## config.mk

```make
export PLATFORM = sky130hd
export DESIGN_NAME = rob_multi_commit_flat
export DESIGN_NICKNAME = d
export VERILOG_FILES = /design/src/rtl/rob_multi_commit_pkg.sv /design/src/rtl/rob_multi_commit_if.sv /design/src/rtl/rob_multi_commit_commit_sel.sv /design/src/rtl/rob_multi_commit.sv /design/src/flat_wrapper.sv
export SDC_FILE = /design/constraint.sdc
export NUM_CORES = 2
export LEC_CHECK = 0
export BUFFER_PORTS_ARGS = -buffer_cell sky130_fd_sc_hd__buf_2
export CORE_MARGIN = 5
export CORE_UTILIZATION = 30
export DETAILED_ROUTE_END_ITERATION = 10
export SETUP_SLACK_MARGIN = 0.5
export SLEW_MARGIN = 20
export SYNTH_ARGS = -nofsm -noshare
export SYNTH_HDL_FRONTEND = slang
export SYNTH_HIERARCHICAL = 1
export SYNTH_SLANG_ARGS = --single-unit
```

## constraint.sdc

```tcl
create_clock -name clk -period 7.1 [get_ports clk]
set_input_delay 0.71 -clock clk [delete_from_list [all_inputs] [get_ports clk]]
set_output_delay 0.71 -clock clk [all_outputs]
set_load 0.01 [all_outputs]
```

## src/rtl/rob_multi_commit_pkg.sv

```systemverilog
// Shared types for the reorder buffer: tag, pc/opcode info and entry layout.
package rob_multi_commit_pkg;

    localparam int ROB_DEPTH = 16;
    localparam int ROB_TAG_W = $clog2(ROB_DEPTH);

    typedef logic [ROB_TAG_W-1:0] rob_tag_t;

    typedef struct packed {
        logic [31:0] pc;
        logic [6:0]  opcode;
    } pci_t;

    typedef struct packed {
        logic        valid;
        logic        rdy;
        logic [31:0] data;
        pci_t        pc_info;
    } rob_entry_t;

endpackage

```

## src/rtl/rob_multi_commit_if.sv

```systemverilog
// Dispatch / writeback / flush / commit bundle of the reorder buffer.
// Perf counter signals exist only when ROB_PERF_CNT_EN is defined.
interface rob_multi_commit_if
    import rob_multi_commit_pkg::*;
#(
    parameter int DATA_W   = 32,
    parameter int DEPTH    = ROB_DEPTH,
    parameter int NUM_WB   = 3,
    parameter int COMMIT_W = 2
) ();
    localparam int TAG_W = $clog2(DEPTH);

    logic                               alloc_valid;
    pci_t                               alloc_pci;
    logic                               alloc_ready;
    logic [TAG_W-1:0]                   alloc_tag;
    logic [NUM_WB-1:0]                  wb_valid;
    logic [NUM_WB-1:0][TAG_W-1:0]       wb_tag;
    logic [NUM_WB-1:0][DATA_W-1:0]      wb_data;
    logic                               flush_valid;
    logic [TAG_W-1:0]                   flush_tag;
    logic [COMMIT_W-1:0]                commit_valid;
    logic [COMMIT_W-1:0][TAG_W-1:0]     commit_tag;
    logic [COMMIT_W-1:0][DATA_W-1:0]    commit_data;
    pci_t [COMMIT_W-1:0]                commit_pci;
    logic [TAG_W:0]                     count;
    logic                               empty;
`ifdef ROB_PERF_CNT_EN
    logic [31:0]                        perf_commits;
    logic [31:0]                        perf_full_stalls;

    modport master (
        output alloc_valid, alloc_pci, wb_valid, wb_tag, wb_data, flush_valid, flush_tag,
        input  alloc_ready, alloc_tag, commit_valid, commit_tag, commit_data, commit_pci,
               count, empty, perf_commits, perf_full_stalls
    );
    modport slave (
        input  alloc_valid, alloc_pci, wb_valid, wb_tag, wb_data, flush_valid, flush_tag,
        output alloc_ready, alloc_tag, commit_valid, commit_tag, commit_data, commit_pci,
               count, empty, perf_commits, perf_full_stalls
    );
`else
    modport master (
        output alloc_valid, alloc_pci, wb_valid, wb_tag, wb_data, flush_valid, flush_tag,
        input  alloc_ready, alloc_tag, commit_valid, commit_tag, commit_data, commit_pci,
               count, empty
    );
    modport slave (
        input  alloc_valid, alloc_pci, wb_valid, wb_tag, wb_data, flush_valid, flush_tag,
        output alloc_ready, alloc_tag, commit_valid, commit_tag, commit_data, commit_pci,
               count, empty
    );
`endif

endinterface

```

## src/rtl/rob_multi_commit_commit_sel.sv

```systemverilog
// Retirement selector: head-relative ready vector -> contiguous commit mask and retire count.
module rob_commit_sel #(
    parameter int COMMIT_W = 2,
    parameter int NC_W     = $clog2(COMMIT_W + 1)
) (
    input  logic [COMMIT_W-1:0] i_rdy_vec,
    output logic [COMMIT_W-1:0] o_commit_valid,
    output logic [NC_W-1:0]     o_ncommit
);

    logic w_run;

    always_comb begin
        w_run          = 1'b1;
        o_commit_valid = '0;
        o_ncommit      = '0;
        for (int i = 0; i < COMMIT_W; i++) begin
            w_run             = w_run & i_rdy_vec[i];
            o_commit_valid[i] = w_run;
            if (w_run) o_ncommit = NC_W'(i + 1);
        end
    end

endmodule

```

## src/rtl/rob_multi_commit.sv

```systemverilog
// Reorder buffer: in-order alloc, out-of-order writeback, in-order multi-commit, mispredict squash.
// Optional ROB_PERF_CNT_EN adds retired-entry and full-stall counters.
module rob_multi_commit
    import rob_multi_commit_pkg::*;
#(
    parameter int DATA_W   = 32,
    parameter int DEPTH    = ROB_DEPTH,
    parameter int NUM_WB   = 3,
    parameter int COMMIT_W = 2
) (
    input logic               clk,
    input logic               rst,
    rob_multi_commit_if.slave rob_if
);

    localparam int             TAG_W    = $clog2(DEPTH);
    localparam int             NC_W     = $clog2(COMMIT_W + 1);
    localparam logic [TAG_W:0] FULL_CNT = (TAG_W + 1)'(DEPTH);

    logic [DEPTH-1:0]  r_valid;
    logic [DEPTH-1:0]  r_rdy;
    logic [DATA_W-1:0] r_data [DEPTH];
    pci_t              r_pci  [DEPTH];
    logic [TAG_W-1:0]  r_head;
    logic [TAG_W-1:0]  r_tail;
    logic [TAG_W:0]    r_count;

    logic              w_alloc_ready;
    logic              w_fire;
    logic [TAG_W-1:0]  w_slot [COMMIT_W];
    logic [COMMIT_W-1:0] w_rdy_vec;
    logic [COMMIT_W-1:0] w_commit_valid;
    logic [NC_W-1:0]   w_ncommit;
    logic [TAG_W-1:0]  w_keep_len;
    logic [DEPTH-1:0]  w_squash;
    logic              w_wb_dup;

    assign w_alloc_ready = (r_count != FULL_CNT) && !rob_if.flush_valid;
    assign w_fire        = rob_if.alloc_valid && w_alloc_ready;
    assign w_keep_len    = rob_if.flush_tag - r_head;

    for (genvar i = 0; i < COMMIT_W; i++) begin : g_slot
        assign w_slot[i]              = r_head + TAG_W'(i);
        assign w_rdy_vec[i]           = r_valid[w_slot[i]] & r_rdy[w_slot[i]];
        assign rob_if.commit_tag[i]   = w_slot[i];
        assign rob_if.commit_data[i]  = r_data[w_slot[i]];
        assign rob_if.commit_pci[i]   = r_pci[w_slot[i]];
    end

    // Age is measured from head, so "younger than flush_tag" survives pointer wrap.
    for (genvar j = 0; j < DEPTH; j++) begin : g_squash
        assign w_squash[j] = rob_if.flush_valid &&
                             (TAG_W'(TAG_W'(j) - r_head) > w_keep_len);
    end

    rob_commit_sel #(
        .COMMIT_W (COMMIT_W),
        .NC_W     (NC_W)
    ) u_commit_sel (
        .i_rdy_vec      (w_rdy_vec),
        .o_commit_valid (w_commit_valid),
        .o_ncommit      (w_ncommit)
    );

    always_comb begin
        w_wb_dup = 1'b0;
        for (int a = 0; a < NUM_WB; a++) begin
            for (int b = a + 1; b < NUM_WB; b++) begin
                if (rob_if.wb_valid[a] && rob_if.wb_valid[b] &&
                    rob_if.wb_tag[a] == rob_if.wb_tag[b]) w_wb_dup = 1'b1;
            end
        end
    end

    a_wb_dup: assert property (@(posedge clk) disable iff (rst) !w_wb_dup);

    // Later assignments win: writeback, then commit clear, then squash, then alloc.
    always_ff @(posedge clk) begin
        if (rst) begin
            r_valid <= '0;
            r_rdy   <= '0;
            r_head  <= '0;
            r_tail  <= '0;
            r_count <= '0;
        end else begin
            for (int j = 0; j < DEPTH; j++) begin
                for (int c = 0; c < NUM_WB; c++) begin
                    if (rob_if.wb_valid[c] && rob_if.wb_tag[c] == TAG_W'(j) && r_valid[j]) begin
                        r_data[j] <= rob_if.wb_data[c];
                        r_rdy[j]  <= 1'b1;
                    end
                end
            end
            for (int i = 0; i < COMMIT_W; i++) begin
                if (w_commit_valid[i]) begin
                    r_valid[w_slot[i]] <= 1'b0;
                    r_rdy[w_slot[i]]   <= 1'b0;
                end
            end
            for (int j = 0; j < DEPTH; j++) begin
                if (w_squash[j]) begin
                    r_valid[j] <= 1'b0;
                    r_rdy[j]   <= 1'b0;
                end
            end
            if (w_fire) begin
                r_valid[r_tail] <= 1'b1;
                r_rdy[r_tail]   <= 1'b0;
                r_pci[r_tail]   <= rob_if.alloc_pci;
            end
            r_head <= r_head + TAG_W'(w_ncommit);
            if (rob_if.flush_valid) begin
                r_tail  <= rob_if.flush_tag + 1'b1;
                r_count <= {1'b0, w_keep_len} + 1'b1 - (TAG_W + 1)'(w_ncommit);
            end else begin
                if (w_fire) r_tail <= r_tail + 1'b1;
                r_count <= r_count + (TAG_W + 1)'(w_fire) - (TAG_W + 1)'(w_ncommit);
            end
        end
    end

    assign rob_if.alloc_ready  = w_alloc_ready;
    assign rob_if.alloc_tag    = r_tail;
    assign rob_if.commit_valid = w_commit_valid;
    assign rob_if.count        = r_count;
    assign rob_if.empty        = (r_count == '0);

`ifdef ROB_PERF_CNT_EN
    logic [31:0] r_perf_commits;
    logic [31:0] r_perf_full_stalls;

    always_ff @(posedge clk) begin
        if (rst) begin
            r_perf_commits     <= '0;
            r_perf_full_stalls <= '0;
        end else begin
            r_perf_commits <= r_perf_commits + 32'(w_ncommit);
            if (rob_if.alloc_valid && !w_alloc_ready)
                r_perf_full_stalls <= r_perf_full_stalls + 32'd1;
        end
    end

    assign rob_if.perf_commits     = r_perf_commits;
    assign rob_if.perf_full_stalls = r_perf_full_stalls;
`endif

endmodule

```

## src/flat_wrapper.sv

```systemverilog
// flat-port wrapper written by rule: the top's interface ports become plain ports
module rob_multi_commit_flat import rob_multi_commit_pkg::*;
#(
    parameter int DATA_W   = 32,
    parameter int DEPTH    = ROB_DEPTH,
    parameter int NUM_WB   = 3,
    parameter int COMMIT_W = 2
)
  (clk, rst, rob_if_alloc_valid, rob_if_alloc_pci, rob_if_wb_valid, rob_if_wb_tag, rob_if_wb_data, rob_if_flush_valid, rob_if_flush_tag, rob_if_alloc_ready, rob_if_alloc_tag, rob_if_commit_valid, rob_if_commit_tag, rob_if_commit_data, rob_if_commit_pci, rob_if_count, rob_if_empty);
  rob_multi_commit_if #(.DATA_W(DATA_W), .DEPTH(DEPTH), .NUM_WB(NUM_WB), .COMMIT_W(COMMIT_W)) rob_if_i ();
  input logic clk;
  input logic rst;
  input wire logic [$bits(rob_if_i.alloc_valid)-1:0] rob_if_alloc_valid;
  input wire logic [$bits(rob_if_i.alloc_pci)-1:0] rob_if_alloc_pci;
  input wire logic [$bits(rob_if_i.wb_valid)-1:0] rob_if_wb_valid;
  input wire logic [$bits(rob_if_i.wb_tag)-1:0] rob_if_wb_tag;
  input wire logic [$bits(rob_if_i.wb_data)-1:0] rob_if_wb_data;
  input wire logic [$bits(rob_if_i.flush_valid)-1:0] rob_if_flush_valid;
  input wire logic [$bits(rob_if_i.flush_tag)-1:0] rob_if_flush_tag;
  output wire logic [$bits(rob_if_i.alloc_ready)-1:0] rob_if_alloc_ready;
  output wire logic [$bits(rob_if_i.alloc_tag)-1:0] rob_if_alloc_tag;
  output wire logic [$bits(rob_if_i.commit_valid)-1:0] rob_if_commit_valid;
  output wire logic [$bits(rob_if_i.commit_tag)-1:0] rob_if_commit_tag;
  output wire logic [$bits(rob_if_i.commit_data)-1:0] rob_if_commit_data;
  output wire logic [$bits(rob_if_i.commit_pci)-1:0] rob_if_commit_pci;
  output wire logic [$bits(rob_if_i.count)-1:0] rob_if_count;
  output wire logic [$bits(rob_if_i.empty)-1:0] rob_if_empty;
  assign rob_if_i.alloc_valid = rob_if_alloc_valid;
  assign rob_if_i.alloc_pci = rob_if_alloc_pci;
  assign rob_if_i.wb_valid = rob_if_wb_valid;
  assign rob_if_i.wb_tag = rob_if_wb_tag;
  assign rob_if_i.wb_data = rob_if_wb_data;
  assign rob_if_i.flush_valid = rob_if_flush_valid;
  assign rob_if_i.flush_tag = rob_if_flush_tag;
  assign rob_if_alloc_ready = rob_if_i.alloc_ready;
  assign rob_if_alloc_tag = rob_if_i.alloc_tag;
  assign rob_if_commit_valid = rob_if_i.commit_valid;
  assign rob_if_commit_tag = rob_if_i.commit_tag;
  assign rob_if_commit_data = rob_if_i.commit_data;
  assign rob_if_commit_pci = rob_if_i.commit_pci;
  assign rob_if_count = rob_if_i.count;
  assign rob_if_empty = rob_if_i.empty;
  rob_multi_commit #(.DATA_W(DATA_W), .DEPTH(DEPTH), .NUM_WB(NUM_WB), .COMMIT_W(COMMIT_W)) u_core (.clk(clk), .rst(rst), .rob_if(rob_if_i));
endmodule
```

==> metrics.cfg <==
[cts]
cts_root_buffer = clkbuf_16
h-tree-depth = 4
clkSlewWorstSetupHoldPaths_ns = 0.05
cts_tree = built
clk_latency_ns = 0.76
cts.hold.buffers_added = 0
cts_sinks = 1181
ctsResizeCount = 0
cts_setup_buffers = 0
cts_buffers = 132
cts_buffer_depth = 3

[final_layout]
nNetsFinal = 4908
layout_commonest_cell = edfxtp_1
mostFrequentLayoutCells = 1136 x edfxtp_1, 643 x mux4_2, 553 x nor2_1, 413 x a21oi_1, 392 x mux2i_1
fill_cells = 21200
drive_gt1_share_pct = 28.8
fin_cells = 7827
area_growth_pct = 12.9

[global_route]
grt_max_degree = 129
grt_pass1_wl_mm = 335
antenna_found_initial = 80
grt_remaining_overflow = 0
grt_pass1_vias = 44600
track_usage_pct = 19.6

[setup_path]
crit_path_start_kind = flip-flop
worstPathRequired_ns = 6.39
r2r_slack_ns = 1.91
r2r_end = u_core/rob_if.count[4]
arrival_ns = 5.02
worst-setup-path-type = reg -> out
r2r.worst_path.cells = 18
r2r-start = u_core/r_head[1]
cp_max_fo = 128
end_kind = output pin

[die]
rows = 173
die-area_um2 = 234000
ios = 321
core_um2 = 223000
die_h_um = 484
dieWidth_um = 484
start_util_pct = 30.2

[run]
maxCapViolations = 0

[route]
wire_per_inst_um = 30.5
viasPerCell = 5.88
routed_wl_mm = 239
drt-initial-drc-count = 6234
drtPass1Iterations = 8
drt.antenna.violating_nets = 0
vias = 46000
drc_errors = 0

[synth]
synth_edf_count = 1136
synthCells = 4629
yosysUniqueCellTypes = 86
postSynthNetCount = 4836
ys_seq_area_share_pct = 52.0
synthFlopType = edfxtp_1
postSynthRegisterBits = 1181
ys_async_sr_fraction_pct = 0
synth_area_per_cell_um2 = 14.5
syn_area_um2 = 67300
ys_warn_count = 6

[worst_hold_path]
hp-class = in -> reg
hold_path_end = u_core/rob_if.alloc_tag[0]
min_from = rob_if_flush_tag[0]
worstHoldPathCells = 2

[place]
routabilityCongestion = 0.850
portBuffers = 320
dpl.cell_count = 7542
hpwl_mm = 132

[power_and_ir_drop]
switching_share_pct = 22.4
comb_power_share_pct = 4.7
switchingPower_uw = 3410
peakVddDrop_mv = 0.199
finalPower_uw = 15200
p_seq_share_pct = 50.5
p_clk_share_pct = 44.8
p_per_area_nw_per_um2 = 200
p_leak_uw = 0.0246
p_int_uw = 11800

[timing]
hold-worst-slack_ns = 0.243
finalSetupViolations = 0
fin_skew_ns = 0.0283
tightest_slew_ns = 1.22
timing.final.crit_share_pct = 80.6
hold_viol = 0
max_freq_mhz = 175
slew-limit-headroom_pct = 18.9
rsz0062_at_grt = no
post-route-min-period_ns = 5.73
report.final.slew_viol_count = 0
tns_ns = 0

[run_status]
status = finished clean

-- metal layers --
metal | vias up | share of wire [%] | track usage [%] | routed length (µm)
li1 | 18700 | - | - | -
met5 | - | 0.13 | 0 | 310
met3 | 715 | 12 | 6.05 | 27800
met2 | 2973 | 47 | 31.2 | 112000
met4 | 48 | 5.2 | 9.31 | 12400
met1 | 23600 | 36 | 24.4 | 86700
-- worst max-delay path: stages (launching register included) --
cell and delay [ns]:
dfxtp_4 0.93, inv_1 0.46, ha_4 0.72, buf_12 0.55, mux4_2 0.44, mux4_2 0.58, buf_2 0.19
-- power groups by stage --
stage	Sequential, µW	Clock (µW)	Combinational (µW)
final	7690	6810	721
after global routing	7690	7210	787
after CTS	7690	6920	715
after detailed placement	7840	0	713
after global placement	7840	0	692
after floorplan	7830	0	422
-- final cells by class --
class | count | area, µm² | area share [%]
clock inverters | 67 | 599 | 0.789
inverters | 54 | 220 | 0.290
well taps | 2975 | 3720 | 4.90
multi-input cells | 2917 | 30200 | 39.8
clock buffers | 169 | 3620 | 4.76
diodes | 49 | 123 | 0.161
repair buffers | 415 | 2430 | 3.20
flip-flops and latches | 1181 | 35000 | 46.1
-- cell families (layout without fill, tap and decap cells) --
| family | count (synthesis) | after routing | share of synthesized area (%) |
|---|---|---|---|
| DFF | 1181 | 1181 | 52.0 |
| muxes | 1107 | 1107 | 30.1 |
| and+or+nand+nor | 1000 | 1000 | 6.20 |
| AOI/OAI and AO/OA | 735 | 735 | 6.35 |
| buffers and inverters | 531 | 705 | 3.94 |
| adders and majority gates | 51 | 51 | 0.976 |
| xor gates and xnor gates | 24 | 24 | 0.409 |
| other | 0 | 49 | 0 |
-- registers in the layout, indices dropped and copies added, names as in the netlist --
register                 cells
u_core/r_pci               624
u_core/r_data              512
u_core/r_rdy                16
u_core/r_valid              16
u_core/rob_if.count          5
u_core/r_head                4
u_core/rob_if.alloc_tag      4
-- synth_stat cells, types with 16 or more instances --
cell type | count | area, µm²
nor2_1 | 584 | 2190
mux4_1 | 69 | 1810
mux2i_1 | 392 | 3920
o21ai_2 | 28 | 245
o22ai_1 | 32 | 200
o21ai_0 | 52 | 260
buf_4 | 56 | 420
nor3_1 | 21 | 105
a21oi_1 | 414 | 2070
clkbuf_1 | 229 | 860
or3_1 | 24 | 150
a31oi_1 | 120 | 751
inv_1 | 49 | 184
buf_6 | 40 | 450
dfxtp_1 | 45 | 901
xnor2_1 | 16 | 140
buf_2 | 106 | 531
mux4_2 | 643 | 14500
buf_1 | 45 | 169
edfxtp_1 | 1136 | 34100
nand2_1 | 266 | 998
nand3_1 | 33 | 165
ha_1 | 46 | 576
-- how the worst max path moves through the flow --
stage | endpoint | cells after the start | from
2_1_floorplan | u_core/rob_if.count[4] | 26 | u_core/r_head[1]
3_3_place_gp | u_core/rob_if.count[4] | 18 | u_core/r_head[1]
3_5_place_dp | u_core/rob_if.count[4] | 18 | u_core/r_head[1]
4_1_cts | rob_if_commit_pci[41] | 6 | u_core/r_head[1]
5_1_grt | rob_if_commit_pci[41] | 6 | u_core/r_head[1]
6_report | rob_if_commit_data[39] | 6 | u_core/r_head[1]
-- per-stage QoR --
stage	setup slack, ns	instance area [µm²]	util (%)
after global routing	1.12	75900	34.1
after global placement	1.86	71500	32.1
after CTS	1.25	75800	34.0
after floorplan	1.95	67300	-
after detailed placement	1.90	71600	32.1
final	1.37	75900	34.1
Power figures use the tool's default switching activity.
